## src/rtl/layer_serializer_pkg.sv

```systemverilog
// Shared types and helpers for the layer serializer: FSM state encoding and
// counter sizing.
package layer_serializer_pkg;

    typedef enum logic [1:0] {
        ST_IDLE   = 2'd0,
        ST_ARMED  = 2'd1,
        ST_STREAM = 2'd2
    } state_e;

    // Ceiling log2 with a floor of 1, so a one-word vector still gets a 1-bit counter.
    function automatic int clog2_min1(input int value);
        int r;
        r = 0;
        for (int i = 0; i < 31; i++) begin
            if ((32'sd1 <<< i) < value) begin
                r = i + 1;
            end
        end
        if (r < 1) begin
            r = 1;
        end
        return r;
    endfunction

endpackage

```

## src/rtl/layer_serializer_buf.sv

```systemverilog
// Parallel-load shift register that releases one WIDTH-bit word per shift,
// lowest-indexed word first.
module layer_serializer_buf
    import layer_serializer_pkg::*;
#(
    parameter int NUM_VALUES = 4,
    parameter int WIDTH      = 8
) (
    input  logic                          clk,
    input  logic                          rst,
    input  logic                          load,
    input  logic                          shift,
    input  logic [NUM_VALUES*WIDTH-1:0]   d,
    output logic [WIDTH-1:0]              q
);

    logic [NUM_VALUES*WIDTH-1:0] data_q;
    logic [NUM_VALUES*WIDTH-1:0] data_d;

    // Next buffer contents: load wins over shift; a shift moves the next word into the low slot.
    always_comb begin
        data_d = data_q;
        if (load) begin
            data_d = d;
        end else if (shift) begin
            data_d = data_q >> WIDTH;
        end else begin
            data_d = data_q;
        end
    end

    // Buffer register, cleared by reset.
    always_ff @(posedge clk) begin
        if (rst) begin
            data_q <= '0;
        end else begin
            data_q <= data_d;
        end
    end

    assign q = data_q[WIDTH-1:0];

endmodule

```

## src/rtl/layer_serializer.sv

```systemverilog
// Captures a full upstream layer output vector on the rising edge of its
// all-valid condition and replays it one word per cycle to the next layer.
module layer_serializer
    import layer_serializer_pkg::*;
#(
    parameter int NUM_VALUES = 4,
    parameter int WIDTH      = 8
) (
    input  logic                          CLK,
    input  logic                          RST,
    input  logic [NUM_VALUES*WIDTH-1:0]   VALUES_IN,
    input  logic [NUM_VALUES-1:0]         VALIDS_IN,
    input  logic                          OVERFLOW_IN,
    input  logic                          READY_IN,
    output logic [WIDTH-1:0]              VALUE_OUT,
    output logic                          VALID_OUT,
    output logic                          LAST_OUT,
    output logic                          OVERFLOW_OUT,
    output logic                          BUSY,
    output logic                          DONE,
    output logic                          DROPPED
);

    localparam int            CW       = clog2_min1(NUM_VALUES);
    localparam logic [CW-1:0] LAST_CNT = CW'(NUM_VALUES - 1);

    state_e        state_q;
    state_e        state_d;
    logic [CW-1:0] cnt_q;
    logic [CW-1:0] cnt_d;
    logic          av_q;
    logic          valid_q;
    logic          last_q;
    logic          busy_q;
    logic          done_q;
    logic          dropped_q;
    logic          ovf_q;

    logic          all_valid_s;
    logic          cap_ev_s;
    logic          load_s;
    logic          shift_s;
    logic          last_beat_s;

    assign all_valid_s = &VALIDS_IN;
    assign cap_ev_s    = all_valid_s & ~av_q;

    // Next-state, counter and buffer control; READY_IN is only looked at while ARMED.
    always_comb begin
        state_d     = state_q;
        cnt_d       = cnt_q;
        load_s      = 1'b0;
        shift_s     = 1'b0;
        last_beat_s = (state_q == ST_STREAM) && (cnt_q == LAST_CNT);
        case (state_q)
            ST_IDLE: begin
                if (cap_ev_s) begin
                    load_s  = 1'b1;
                    state_d = ST_ARMED;
                end else begin
                    state_d = ST_IDLE;
                end
            end
            ST_ARMED: begin
                if (READY_IN) begin
                    state_d = ST_STREAM;
                    cnt_d   = '0;
                end else begin
                    state_d = ST_ARMED;
                end
            end
            ST_STREAM: begin
                shift_s = 1'b1;
                if (last_beat_s) begin
                    state_d = ST_IDLE;
                    cnt_d   = '0;
                end else begin
                    state_d = ST_STREAM;
                    cnt_d   = cnt_q + CW'(1);
                end
            end
            default: begin
                state_d = ST_IDLE;
                cnt_d   = '0;
            end
        endcase
    end

    // State, counter and edge-detector registers; av_q resets high so a
    // vector already all-valid at reset release is not treated as new.
    always_ff @(posedge CLK) begin
        if (RST) begin
            state_q <= ST_IDLE;
            cnt_q   <= '0;
            av_q    <= 1'b1;
        end else begin
            state_q <= state_d;
            cnt_q   <= cnt_d;
            av_q    <= all_valid_s;
        end
    end

    // Output flags registered from next-state so they line up with the word in the buffer.
    always_ff @(posedge CLK) begin
        if (RST) begin
            valid_q   <= 1'b0;
            last_q    <= 1'b0;
            busy_q    <= 1'b0;
            done_q    <= 1'b0;
            dropped_q <= 1'b0;
            ovf_q     <= 1'b0;
        end else begin
            valid_q   <= (state_d == ST_STREAM);
            last_q    <= (state_d == ST_STREAM) && (cnt_d == LAST_CNT);
            busy_q    <= (state_d != ST_IDLE);
            done_q    <= last_beat_s;
            dropped_q <= dropped_q | (cap_ev_s && (state_q != ST_IDLE));
            ovf_q     <= load_s ? OVERFLOW_IN : ovf_q;
        end
    end

    layer_serializer_buf #(
        .NUM_VALUES (NUM_VALUES),
        .WIDTH      (WIDTH)
    ) u_buf (
        .clk   (CLK),
        .rst   (RST),
        .load  (load_s),
        .shift (shift_s),
        .d     (VALUES_IN),
        .q     (VALUE_OUT)
    );

    assign VALID_OUT    = valid_q;
    assign LAST_OUT     = last_q;
    assign BUSY         = busy_q;
    assign DONE         = done_q;
    assign DROPPED      = dropped_q;
    assign OVERFLOW_OUT = ovf_q;

endmodule

```

## config.mk

```make
export PLATFORM = sky130hd
export DESIGN_NAME = layer_serializer
export DESIGN_NICKNAME = d
export VERILOG_FILES = /design/src/rtl/layer_serializer_pkg.sv /design/src/rtl/layer_serializer_buf.sv /design/src/rtl/layer_serializer.sv
export SDC_FILE = /design/constraint.sdc
export NUM_CORES = 1
export LEC_CHECK = 0
export CORE_MARGIN = 4
export CORE_UTILIZATION = 40
export CTS_CLUSTER_DIAMETER = 30
export CTS_CLUSTER_SIZE = 25
export DETAILED_ROUTE_END_ITERATION = 6
export HOLD_SLACK_MARGIN = 0.05
export PLACE_DENSITY = 0.75
export SLEW_MARGIN = 20
export SYNTH_ARGS = -nofsm -noshare
export SYNTH_HDL_FRONTEND = slang
export SYNTH_HIERARCHICAL = 1
export SYNTH_SLANG_ARGS = --single-unit
```

## constraint.sdc

```tcl
create_clock -name CLK -period 1.8 [get_ports CLK]
set_clock_uncertainty 0.1 [all_clocks]
set_input_delay 0.27 -clock CLK [delete_from_list [all_inputs] [get_ports CLK]]
set_output_delay 0.27 -clock CLK [all_outputs]
set_load 0.02 [all_outputs]
```

# After elaboration in Yosys (flattened, before gate mapping)
# Cells that the tools add are included.
classes:
  n_reduce_logical: 8
  bitwise_logic: 3
  n_addsub: 1
  mux: 12
  eq_ne: 5
ops:
  columns: ["cell", "n"]
  rows:
  - ["two-way mux 32 bit", 2]
  - ["case mux 2 bit (3 select lines)", 2]
  - ["== test 2 bit, second input constant", 4]
  - ["two-way mux 2 bit", 4]
  - ["nonzero test 2 bit", 3]
  - ["two-way mux 1 bit", 4]
  - ["AND reduction 4 bit", 1]
  - ["logical AND 1 bit", 3]
  - ["adder 2 x 1 -> 2 bit, second input constant", 1]
  - ["== test 2 x 1 -> 1 bit, second input constant", 1]
  - ["zero test 2 bit", 1]
  - ["AND 1 bit", 1]
  - ["inverter 1 bit", 1]
  - ["bitwise OR 1 bit", 1]
totals:
  input_bits: 40
  reg_bits: 43
  elab_cells: 39

# Longest topological paths before layout
# Gate-level depths: netlist (run 1).
logic_depth:
  ltp_word: 6
  depth_mapped: 6

# By module
# Netlist (run 1), hierarchy kept.
modules_own_cells:
  columns: ["mod", "cells_per_inst", "area_each_um2", "seq_area_each_um2", "n_inst"]
  rows:
  - ["layer_serializer_buf", 150, 1493.9, 640.6, 1]
  - ["layer_serializer", 43, 465.4, 220.2, 1]

# Worst setup path before layout (run 1)
# No wires, ideal clock.
synth_timing:
  kind: "register to register"
  startpoint: "reg state_q[1]"
  endpoint: "reg u_buf.data_q[10]"
  stages_incl_launch_ff: 5
  synth_period_minus_slack_ps: 1603
  slack_ps: 197
  setup_time_ps: 86
  arrival_ps: 1417
  cell_sequence: "dfxtp_1 > nor4_2 > inv_1 > buf_1 > a211oi_1"
synth_via:
  elab_chain_cells: 3
  elab_cells_between_ends: 6
  classes_between: "eq/ne (1); mux (3); reduce/logical (2)"
synth_lines:
  columns: ["item", "line", "rtl"]
  rows:
  - ["from (decl)", "layer_serializer.sv:27", "state_e state_q;"]
  - ["from (signal assigned)", "layer_serializer.sv:97", "state_q <= state_d;"]
  - ["zero test 2 bit (*)", "layer_serializer.sv:55", "case (state_q)"]
  - ["two-way mux 1 bit (*)", "layer_serializer.sv:55", null]
  - ["named net load_s", "layer_serializer.sv:41", "logic load_s;"]
  - ["two-way mux 32 bit or nonzero test 2 bit (tied branches)", null, null]
  - ["to (signal assigned)", "layer_serializer_buf.sv:37", "data_q <= data_d;"]
  - ["to (decl)", "layer_serializer_buf.sv:17", "logic [NUM_VALUES*WIDTH-1:0] data_q;"]
# The timed path passes the listed nets; every way through them passes the cells marked *.
# A chain may end at the register's enable or synchronous reset.

# Final worst setup path (run 1)
layout_timing:
  startpoint: "reg state_q[1]"
  endpoint: "reg u_buf.data_q[1]"
layout_via:
  elab_chain_cells: 3
  elab_cells_between_ends: 6
  classes_between: "eq/ne (1); mux (3); reduce/logical (2)"
layout_lines:
  columns: ["item", "line", "rtl"]
  rows:
  - ["== test 2 bit", "layer_serializer.sv:55", null]
  - ["two-way mux 1 bit", "layer_serializer.sv:55", null]
  - ["named net shift_s", "layer_serializer.sv:42", "logic shift_s;"]
  - ["nonzero test 2 bit (no source line)", null, null]
# The timed path passes the listed nets, and every way through them passes these cells.

==> flow_metrics.env, run 1 <==
export IMPL_status="finished clean"
export IMPL_grt_overflow=0
export IMPL_drt_wl_total_um=4020
export IMPL_wl_per_cell_um=13.1
export IMPL_cp_top_family="flip-flops"
export IMPL_synth_seq_area_share_pct=43.9
export IMPL_synthTopCellsByCount="dfxtp_1 (43), mux2i_1 (25), a211oi_1 (24), nor2b_1 (24), nand2_1 (12)"
export IMPL_detail_route_vias_per_cell=4.97
export IMPL_synth_seq_cells=43
export IMPL_root_buffer="clkbuf_8"
export IMPL_avgSynthCellArea_um2=10.2
export IMPL_core_area_um2=4720
export IMPL_synth_edff_count=0
export IMPL_rsz0062_at_grt="false"
export IMPL_grt_max_degree=42
export IMPL_synth_compound_area_share_pct=15.8
export IMPL_dp_cells=299
export IMPL_ys_flop_type="dfxtp_1"
export IMPL_rows=25
export IMPL_slowest_stage="dfxtp_1"
export IMPL_dp_hpwl_um=2760
export IMPL_whs_ns=0.363
export IMPL_yosysMostFrequentCell="dfxtp_1"
export IMPL_cp_start_kind="flip-flop"
export IMPL_cp_buffers_inverters=2
export IMPL_hold_class="flip-flop to flip-flop"
export IMPL_drv_cap=0
export IMPL_powerDensity_nw_per_um2=726
export IMPL_setup_violations=0
export IMPL_path_cells="nand2b_4 -> inv_2 -> buf_4 -> mux2i_1 -> a211oi_1"
export IMPL_drt_iter0_drc=71
export IMPL_maxSlewHeadroom_pct=76.2
export IMPL_ir_drop_mv=0.451
export IMPL_final_nets=280
export IMPL_cts_buffers=5
export IMPL_synth_warning_count=6
export IMPL_grt_first_pass_wirelength_um=6690
export IMPL_crit_path_max_fanout=15
export IMPL_synth_area_um2=1960
export IMPL_areaGrowthSynthToFinish_pct=35.3
export IMPL_io_buffers=53
export IMPL_ios=54
export IMPL_die_w_um=78.0
export IMPL_instances_no_fill=307
export IMPL_period_share_pct=92.2
export IMPL_clkTransAtPathRegs_ns=0.09
export IMPL_grt_antenna_before_repair=0
export IMPL_synth_area_leaders="dfxtp_1 (44%), mux2i_1 (13%), a211oi_1 (9.2%)"
export IMPL_finalHoldViolations=0
export IMPL_vias=1527
export IMPL_synth_top_cell_by_area="dfxtp_1"
export IMPL_grt_pass1_vias=1468
export IMPL_p_leak_nw=0.868
export IMPL_initial_core_util_pct=41.5
export IMPL_drive_above_1_share_pct=9.58
export IMPL_clk_path_buf_depth=2
export IMPL_gp_congestion=0.823
export IMPL_max_freq_mhz=603
export IMPL_synth_xor_area_share_pct=0
export IMPL_end_kind="flip-flop"
export IMPL_postCtsSetupBuffers=0
export IMPL_cp_slowest_stage_delay_ns=0.52
export IMPL_setup_tns_ns=0
export IMPL_clock_sinks=43
export IMPL_ys_types=31
export IMPL_dr_pass1_iters=4
export IMPL_synth_top_area_share_pct=43.9
export IMPL_post_route_util_pct=56.1
export IMPL_synth_simple_area_share_pct=19.0
export IMPL_track_usage_pct=13.5
export IMPL_tightestPinTransition_ns=0.358
export IMPL_drc_errors=0
export IMPL_cts_resized=0
export IMPL_syn_inst=193
export IMPL_cp_arrival_ns=1.73
export IMPL_ys_async_sr_fraction_pct=0
export IMPL_ctsHoldBuffers=0
export IMPL_crit_type="flip-flop to flip-flop"
export IMPL_synth_top_family_by_area="simple AND/OR/NAND/NOR gates"
export IMPL_period_needed_ns=1.66
export IMPL_synth_adder_area_share_pct=0.639
export IMPL_detail_route_antenna_nets=0
export IMPL_synthMuxAreaShare_pct=12.8
export IMPL_clock_latency_ns=0.29
export IMPL_dieHeight_um=78.0
export IMPL_h_tree_depth=2
export IMPL_diodes=0
export IMPL_cts_tree="yes"
export IMPL_finalMaxSlewViolations=0
export IMPL_synth_fp_nets=234
export IMPL_dieArea_um2=6080
export IMPL_cp_data_required_time_ns=1.88
registers in the layout (all words and copies together) (netlist names):
name / cells
BUSY: 1
cnt_q: 2
LAST_OUT: 1
DONE: 1
state_q: 2
u_buf/data_q: 32
av_q: 1
VALID_OUT: 1
OVERFLOW_OUT: 1
DROPPED: 1
path summary, 6_finish.rpt:
path                              startpoint              end  slack, ns  cells after the start
worst max register to register    state_q[1]  u_buf/data_q[1]       0.14                      5
worst min register to register  OVERFLOW_OUT     OVERFLOW_OUT       0.36                      2
worst max-delay path              state_q[1]  u_buf/data_q[1]       0.14                      5
worst min-delay path            OVERFLOW_OUT     OVERFLOW_OUT       0.36                      2
through the flow:
step / instance area (um2) / setup slack [ns] / power [mW]
after floorplan: 1960 / 0.197 / 1.06
after global placement: 2530 / 0.00116 / 1.17
after detailed placement: 2530 / -0.0410 / 1.17
after CTS: 2650 / 0.133 / 1.95
after global routing: 2650 / 0.0401 / 2.00
final: 2650 / 0.140 / 1.93
logic make-up (layout without fill, tap and decap cells):
kind of cell,count (synthesis),in the layout
buf+inv,25,72
flops,43,43
fa+ha+maj,1,1
simple gates,59,59
compound gates,40,40
mux,25,25
worst register-to-register path, delay by kind of cell, from the launching register on:
kind                   cells  cell delay (ns)
flip-flops                 1             0.52
buffers and inverters      2             0.51
multiplexers               1             0.22
AND/OR/NAND/NOR            1             0.12
AO/OA/AOI/OAI              1             0.09
power by group:
group	switching, mW	total (mW)	internal, mW	leakage (nW)
Combinational	0.0605	0.172	0.111	0.459
Sequential	0.0114	0.979	0.968	0.348
Clock	0.326	0.775	0.449	0.0612
Total	0.398	1.93	1.53	0.868
cell usage in the layout, fill, tap and decap left out, types with 3 or more instances in the layout:
cell	count
clkdlybuf4s50_1	53
dfxtp_1	43
mux2i_1	25
nor2b_1	24
a211oi_1	24
nand2_1	12
a21oi_1	9
or3b_1	8
nor2_1	6
clkbuf_8	6
buf_4	4
inv_1	3
buf_12	3
layer usage:
layer,up-vias,share of wire (%),routed length [um],GRT usage [%]
li1,773,-,-,-
met1,709,48,1940,17.3
met2,39,43,1740,20.9
met3,6,6.8,275,5.10
met4,0,1.3,53,4.55
met5,-,0,0,0
layout make-up:
class                           instances  area [um2]
Clock inverter                          2        35.0
Tap cell                               67        83.8
Clock buffer                            6        82.6
Timing Repair Buffer                   60         621
Inverter                                4        15.0
Multi-Input combinational cell        125         953
Fill cell                             408        2070
Sequential cell                        43         861
(Power assumes the default switching activity.)
==> inputs of run 2 (changes only) <==
--- a/config.mk
+++ b/config.mk
@@ -8,7 +8,7 @@
 export CORE_MARGIN = 4
 export CORE_UTILIZATION = 40
 export CTS_CLUSTER_DIAMETER = 30
-export CTS_CLUSTER_SIZE = 25
+export CTS_CLUSTER_SIZE = 40
 export DETAILED_ROUTE_END_ITERATION = 6
 export HOLD_SLACK_MARGIN = 0.05
 export PLACE_DENSITY = 0.75
==> results of run 2 <==
Same layout as run 1: the final DEF is identical, and so are final timing and power.
